<file path="config.mk">
export PLATFORM = sky130hd
export DESIGN_NAME = debounce_sync
export DESIGN_NICKNAME = d
export VERILOG_FILES = /design/src/rtl/debounce_pkg.sv /design/src/rtl/debounce_sync_sync_chain.sv /design/src/rtl/debounce_sync.sv
export SDC_FILE = /design/constraint.sdc
export NUM_CORES = 1
export LEC_CHECK = 0
export CAP_MARGIN = 10
export CORE_UTILIZATION = 45
export DETAILED_ROUTE_END_ITERATION = 12
export SLEW_MARGIN = 20
export SYNTH_ARGS = -nofsm -noshare
export SYNTH_HDL_FRONTEND = slang
export SYNTH_SLANG_ARGS = --single-unit
</file>
<file path="constraint.sdc">
create_clock -name Clock -period 3.4 [get_ports Clock]
set_input_delay 0.51 -clock Clock [delete_from_list [all_inputs] [get_ports Clock]]
set_output_delay 0.51 -clock Clock [all_outputs]
set_load 0.02 [all_outputs]
</file>
<file path="src/rtl/debounce_pkg.sv">
// Shared types and default constants for the debounce_sync block.
package debounce_pkg;

  typedef enum logic {
    ST_STABLE = 1'b0,
    ST_CHECK  = 1'b1
  } state_t;

  localparam int DEF_SYNC_STAGES = 2;
  localparam int DEF_STABLE_CNT  = 50000;
  localparam int DEF_CNT_W       = 16;

endpackage

</file>
<file path="src/rtl/debounce_sync_sync_chain.sv">
// Multi-flop synchronizer bringing an asynchronous bit into the Clock domain.
module sync_chain #(
  parameter int SYNC_STAGES = 2,
  parameter bit RESET_VAL   = 1'b0
) (
  input  logic Clock,
  input  logic Reset_n,
  input  logic d,
  output logic q
);

  logic [SYNC_STAGES-1:0] stages;

  always_ff @(posedge Clock or negedge Reset_n) begin
    if (!Reset_n) begin
      stages <= {SYNC_STAGES{RESET_VAL}};
    end else begin
      stages <= {stages[SYNC_STAGES-2:0], d};
    end
  end

  assign q = stages[SYNC_STAGES-1];

endmodule

</file>
<file path="src/rtl/debounce_sync.sv">
// Synchronizer plus stability-count debounce filter with optional edge pulses.
// Edge pulses are built only when DEBOUNCE_EDGE_EN is defined; otherwise Rise/Fall tie to 0.
module debounce_sync
  import debounce_pkg::*;
#(
  parameter int SYNC_STAGES = DEF_SYNC_STAGES,
  parameter int STABLE_CNT  = DEF_STABLE_CNT,
  parameter int CNT_W       = DEF_CNT_W,
  parameter bit RESET_VAL   = 1'b0
) (
  input  logic   Clock,
  input  logic   Reset_n,
  input  logic   Din,
  input  logic   Enable,
  output logic   Dout,
  output logic   Rise,
  output logic   Fall,
  output logic   Busy,
  output state_t dbg_state
);

  localparam logic [CNT_W-1:0] CNT_LAST = CNT_W'(STABLE_CNT - 1);

  logic             sync_q;
  state_t           state_q, state_d;
  logic [CNT_W-1:0] cnt_q, cnt_d;
  logic             dout_q;
  logic             commit;

  sync_chain #(
    .SYNC_STAGES (SYNC_STAGES),
    .RESET_VAL   (RESET_VAL)
  ) u_sync (
    .Clock   (Clock),
    .Reset_n (Reset_n),
    .d       (Din),
    .q       (sync_q)
  );

  always_ff @(posedge Clock or negedge Reset_n) begin
    if (!Reset_n) begin
      state_q <= ST_STABLE;
      cnt_q   <= '0;
      dout_q  <= RESET_VAL;
    end else begin
      state_q <= state_d;
      cnt_q   <= cnt_d;
      if (commit) dout_q <= sync_q;
    end
  end

  // A mismatch must persist for STABLE_CNT enabled cycles; any match aborts it.
  always_comb begin
    state_d = state_q;
    cnt_d   = cnt_q;
    commit  = 1'b0;
    unique case (state_q)
      ST_STABLE: begin
        cnt_d = '0;
        if (sync_q != dout_q) state_d = ST_CHECK;
      end
      ST_CHECK: begin
        if (sync_q == dout_q) begin
          state_d = ST_STABLE;
          cnt_d   = '0;
        end else if (Enable) begin
          if (cnt_q == CNT_LAST) begin
            commit  = 1'b1;
            state_d = ST_STABLE;
            cnt_d   = '0;
          end else begin
            cnt_d = cnt_q + 1'b1;
          end
        end
      end
    endcase
  end

`ifdef DEBOUNCE_EDGE_EN
  logic rise_q, fall_q;

  always_ff @(posedge Clock or negedge Reset_n) begin
    if (!Reset_n) begin
      rise_q <= 1'b0;
      fall_q <= 1'b0;
    end else begin
      rise_q <= commit & sync_q;
      fall_q <= commit & ~sync_q;
    end
  end

  assign Rise = rise_q;
  assign Fall = fall_q;
`else
  assign Rise = 1'b0;
  assign Fall = 1'b0;
`endif

  assign Dout      = dout_q;
  assign Busy      = (state_q == ST_CHECK);
  assign dbg_state = state_q;

endmodule

</file>
=== Word-level counts from Yosys, hierarchy flattened ===
Index checks and enable logic that the tools add are counted.

* Register bits: 20
* Output and inout bits: 5
* Logic and storage cells: 23

* $add $sub $neg: 1
* Equal/unequal tests: 4
* Multiplexer cells: 13
* Bitwise gates (word level): 1

{| class="wikitable"
|+ Operator list
! operator !! count
|-
| $mux 16 || 3
|-
| $pmux 16 s2 || 1
|-
| $add 16x1->16 const B || 1
|-
| $eq 16x16->1 const B || 1
|-
| $mux 1 || 8
|-
| $ne 3x2->1 const B || 1
|-
| $pmux 1 s2 || 1
|-
| $eq 1x1->1 || 1
|-
| $ne 1x1->1 || 1
|-
| $not 1->1 || 1
|}

=== Longest topological paths before layout ===
* Depth in word-level cells: 5
* Mapped depth: 7

=== Hierarchy ===
From an unflattened synthesis, not the netlist that was laid out.

* Cell total of the unflattened synthesis: 111
* Area total of the unflattened synthesis: 1096.1 um^2

{| class="wikitable"
|+ By module, submodules not included
! module !! times used !! cells each !! area an instance (um^2) !! seq. area each (um^2)
|-
| debounce_sync || 1 || 109 || 1046.0 || 450.4
|-
| sync_chain || 1 || 2 || 50.0 || 50.0
|}

=== Worst setup path before layout ===
No wires, ideal clock.

* Kind: register -> register
* Start: reg cnt_q[7]
* End: reg dout_q, in the netlist Dout
* Arrival time: 2.001 ns
* Data required time: 3.272 ns
* Slack: 1.271 ns
* Stages on the path, launching flop included: 6
* Buffers on the path: 1
* Clock period less this slack: 2.129 ns
* Path through: dfrtp_1 -> or4_1 -> or4_1 -> buf_6 -> nor3_4 -> mux2_1

* Cells in the longest elaborated chain, start to end: 5

{| class="wikitable"
|+ RTL lines
! element !! RTL line !! RTL
|-
| from (decl) || debounce_sync.sv:26 || <nowiki>logic [CNT_W-1:0] cnt_q, cnt_d;</nowiki>
|-
| from (signal assigned) || debounce_sync.sv:47 || <nowiki>cnt_q <= cnt_d;</nowiki>
|-
| $eq 16x16->1 || debounce_sync.sv:67 || <nowiki>if (cnt_q == CNT_LAST) begin</nowiki>
|-
| $mux 1 || debounce_sync.sv:67 ||
|-
| $mux 1 || debounce_sync.sv:66 || <nowiki>end else if (Enable) begin</nowiki>
|-
| $mux 1 || debounce_sync.sv:63 || <nowiki>if (sync_q == dout_q) begin</nowiki>
|-
| $mux 1 || debounce_sync.sv:57 || <nowiki>unique case (state_q)</nowiki>
|-
| to (signal assigned) || debounce_sync.sv:48 || <nowiki>if (commit) dout_q <= sync_q;</nowiki>
|-
| to (decl) || debounce_sync.sv:27 || <nowiki>logic dout_q;</nowiki>
|}

Every way passes these cells.
A chain may end at the register's enable or synchronous reset.

=== Final worst setup path ===
* Start: reg cnt_q[7]
* End: reg cnt_q[5]

* Cells in the longest elaborated chain, start to end: 5

{| class="wikitable"
|+ RTL lines
! element !! RTL line
|-
| $eq 16x16->1 || debounce_sync.sv:67
|-
| $mux 16 || debounce_sync.sv:67
|-
| $mux 16 || debounce_sync.sv:66
|-
| $mux 16 || debounce_sync.sv:63
|-
| $pmux 16 s2 || debounce_sync.sv:57
|}

Every way passes these cells. The select of a mux whose other input is x is not followed.

==> results summary <==
The flow ran to the end, and the final reports show no timing, DRC or antenna violations. The post-route core utilization is 52.4%. The count of state elements after synthesis is 20.

The final-report max-slew violation count is 0. The transition at the pin with the smallest max-transition slack came out at 872 ps. In this run, CTS created clock tree buffers numbering 3. The area overhead of the layout relative to synthesis is 8.33%. The relative slew slack is 41.7%.

Global routing used 19.3% of the available tracks. The die is 51.0 um wide. The number of resized instances in the post-cts repair step is 0. After filler insertion, the fill cell instance count of the layout stands at 213. In the routed layout, each cell is associated on average with a via count of 6.13. Entering global routing, the biggest net connects 21 pins. The number of stages on the worst hold path is 0. The share of post-route cells with drive strength above 1 came out at 6.03%.

Across the whole layout, storage elements account for 500 um^2. The wire length per cell after detailed routing is 15.4 um. The routed layout has 883 vias. The reported leakage power is 0.437 nW.

The initial antenna violation count came out at 0. The buffers inserted during post-CTS setup optimization is 0. The clock-pin slew reported for the worst setup and hold paths after clock tree synthesis came out at 120 ps. The tree is rooted in a clkbuf_4.

Yosys mapped a number of flops with a built-in enable equal to 0. The sequential area share after synthesis is 46.3%. The per-instance average area after synthesis came out at 9.83 um^2. Setup repair after global routing left no endpoint under its margin. The library cell used most frequently in the layout, excluding fill and tap cells, is dfrtp_1. Input and output buffers added on the ports amount to 6. The worst hold path begins at u_sync.stages[0]. The worst setup slack after layout came out at 986 ps.

TritonCTS built the clock tree. Max-cap violations in this run came to 0. The arrival time of data at the critical path endpoint came out at 2600 ps. In this run the cell area measured after placement is 1130 um^2. The fraction of synthesis flops using an asynchronous set or reset pin came out at 100%. The final-report hold violation count is 0. The residual overflow from global routing came out at 0. The via count of the first global-routing pass is 757. The global placer's final weighted congestion came out at 0.812. For this design the top-level I/O count stands at 9. The number of warnings printed during yosys synthesis is 0. The total power after layout came out at 0.414 mW. In the synthesized netlist the dominant register cell turns out to be dfrtp_1. The post-route minimum period is 2410 ps. The first global-routing pass estimated 3620 um of wire. Once detail routing completed, the nets flagged for antenna violations numbered 0. The detailed placement HPWL came out at 1510 um. The required time at the endpoint of the critical path is 3590 ps. The final-layout setup total negative slack came out at 0 ps.

The endpoint of the worst register-to-register path is cnt_q[5]. The die area is 2600 um^2. The worst IR drop on VDD came out at 0.250 mV.

Derived from the worst setup path, the maximum achievable clock frequency is 0.414 GHz. The critical-path maximum fanout came out at 11. The setup violation total in the final timing report is 0. The critical path startpoint category is a flop. The cell area after synthesis came out at 1080 um^2.

The startpoint identified for the worst register-to-register timing path is cnt_q[7]. The clock skew came out at 5.49 ps. The final net count came out at 122. The worst setup timing slack at the placement stage is 979 ps. Counting every sink on the clock net gives 20. The category of the worst setup path capture point is a flop. The initial detailed-routing violation count came out at 43.

The final wirelength came out at 2210 um. The number of design rule violations left after detail routing is 0. The hold buffer count at CTS is 0. The number of different library cells used by synthesis comes to 33. Leaving out fill and tap cells, the most frequent cells in the layout are dfrtp_1 (20), nand2_1 (10), nor2_1 (8). For hold timing, the worst endpoint is u_sync.stages[1]. In this run the worst hold path is classified as reg2reg. The number of iterations in the first detailed-routing pass came out at 4. The depth of the CTS H-tree is 1. The area of the multi-input gates came out at 532 um^2. Counting cells, the worst reg-to-reg path comes to 4.

The die extent in y came out at 51.0 um. The number of core rows is 17. The ratio of total power to cell area came out at 353 nW/um^2. The reg2reg setup slack is 990 ps. The region available for standard cell placement spans 2230 um^2. The finished layout cell area is 1170 um^2. The worst path uses 71.0% of the clock period. The starting utilization of the core area came out at 48.4%. The number of buffers on the longest clock path came out at 2. For the worst-skew pair, the clock arrives at the later sink with an insertion delay of 310 ps. The number of instances in the synthesized netlist came out at 110.

The antenna cell count is 0. The critical path is of the reg2reg type.
==> sequential cells by signal, indices dropped and copies added, names as in the netlist <==
signal	flops
Busy	1
u_sync.stages	2
Dout	1
cnt_q	16
==> per-layer routing <==
metal  vias up  wire, um  part of all wire, %  GRT usage [%]
li1        427         -                    -              -
met3         5       101                  4.6           3.57
met1       428      1060                   48           26.8
met2        23      1010                   45           29.4
met5         -         0                    0              0
met4         0        44                  2.0           8.33
==> per-stage QoR <==
step                      hold slack [ps]  instances
after floorplan                       214        111
after global placement                334        140
after detailed placement              336        140
after CTS                             364        144
after global routing                  368        144
final                                 361        144
==> area by class of cell <==
cell class              instances  area share (%)
clock buffers                   4            3.10
multi-input cells              84            45.4
inverters                       2           0.641
well taps                      28            2.99
flip-flops and latches         20            42.7
repair buffers                  6            5.13
==> cells by family (layout without fill, tap and decap cells) <==
kind of cell / count (synthesis) / in the layout / synth area share, %
mux: 1 / 1 / 1.04
other cells: 1 / 2 / 0.347
compound gates: 25 / 25 / 14.9
flops: 20 / 20 / 46.3
fa+ha+maj: 1 / 1 / 1.16
xor+xnor: 8 / 8 / 6.48
simple gates: 47 / 47 / 24.9
buf+inv: 7 / 12 / 4.86
==> worst max-delay path, stage by stage (launching register included) <==
cell and delay, ps:
dfrtp_1 450, or4_1 520, or4_1 730, o211ai_2 490, nor2_1 100
==> synthesized netlist by cell type (all sizes together) (2+ instances only) <==
library cell | n | share of area, %
dfrtp | 20 | 46
nor3 | 2 | 2.0
xor2 | 3 | 2.4
buf | 5 | 4.2
or3 | 4 | 2.3
o21ai | 5 | 2.3
nand4 | 4 | 2.3
xnor2 | 5 | 4.1
a31oi | 6 | 3.5
a21oi | 7 | 3.2
nand3 | 5 | 2.3
nor2 | 8 | 2.8
inv | 2 | 0.69
nand2 | 10 | 3.5
or4 | 6 | 4.2
nor4 | 3 | 1.7
==> how the worst max path moves through the flow <==
stage               from         to  slack (ps)
6_report        cnt_q[7]   cnt_q[5]         990
5_1_grt         cnt_q[0]  cnt_q[10]         790
4_1_cts         cnt_q[0]   cnt_q[6]         950
3_5_place_dp    cnt_q[7]   cnt_q[6]         980
3_3_place_gp   cnt_q[10]   cnt_q[3]        1030
2_1_floorplan   cnt_q[7]       Dout        1270
==> power by group <==
group	switching [mW]	internal, mW
clock network	0.0788	0.0655
logic	0.0182	0.00850
registers	0.00263	0.240
(Power assumes the default switching activity.)
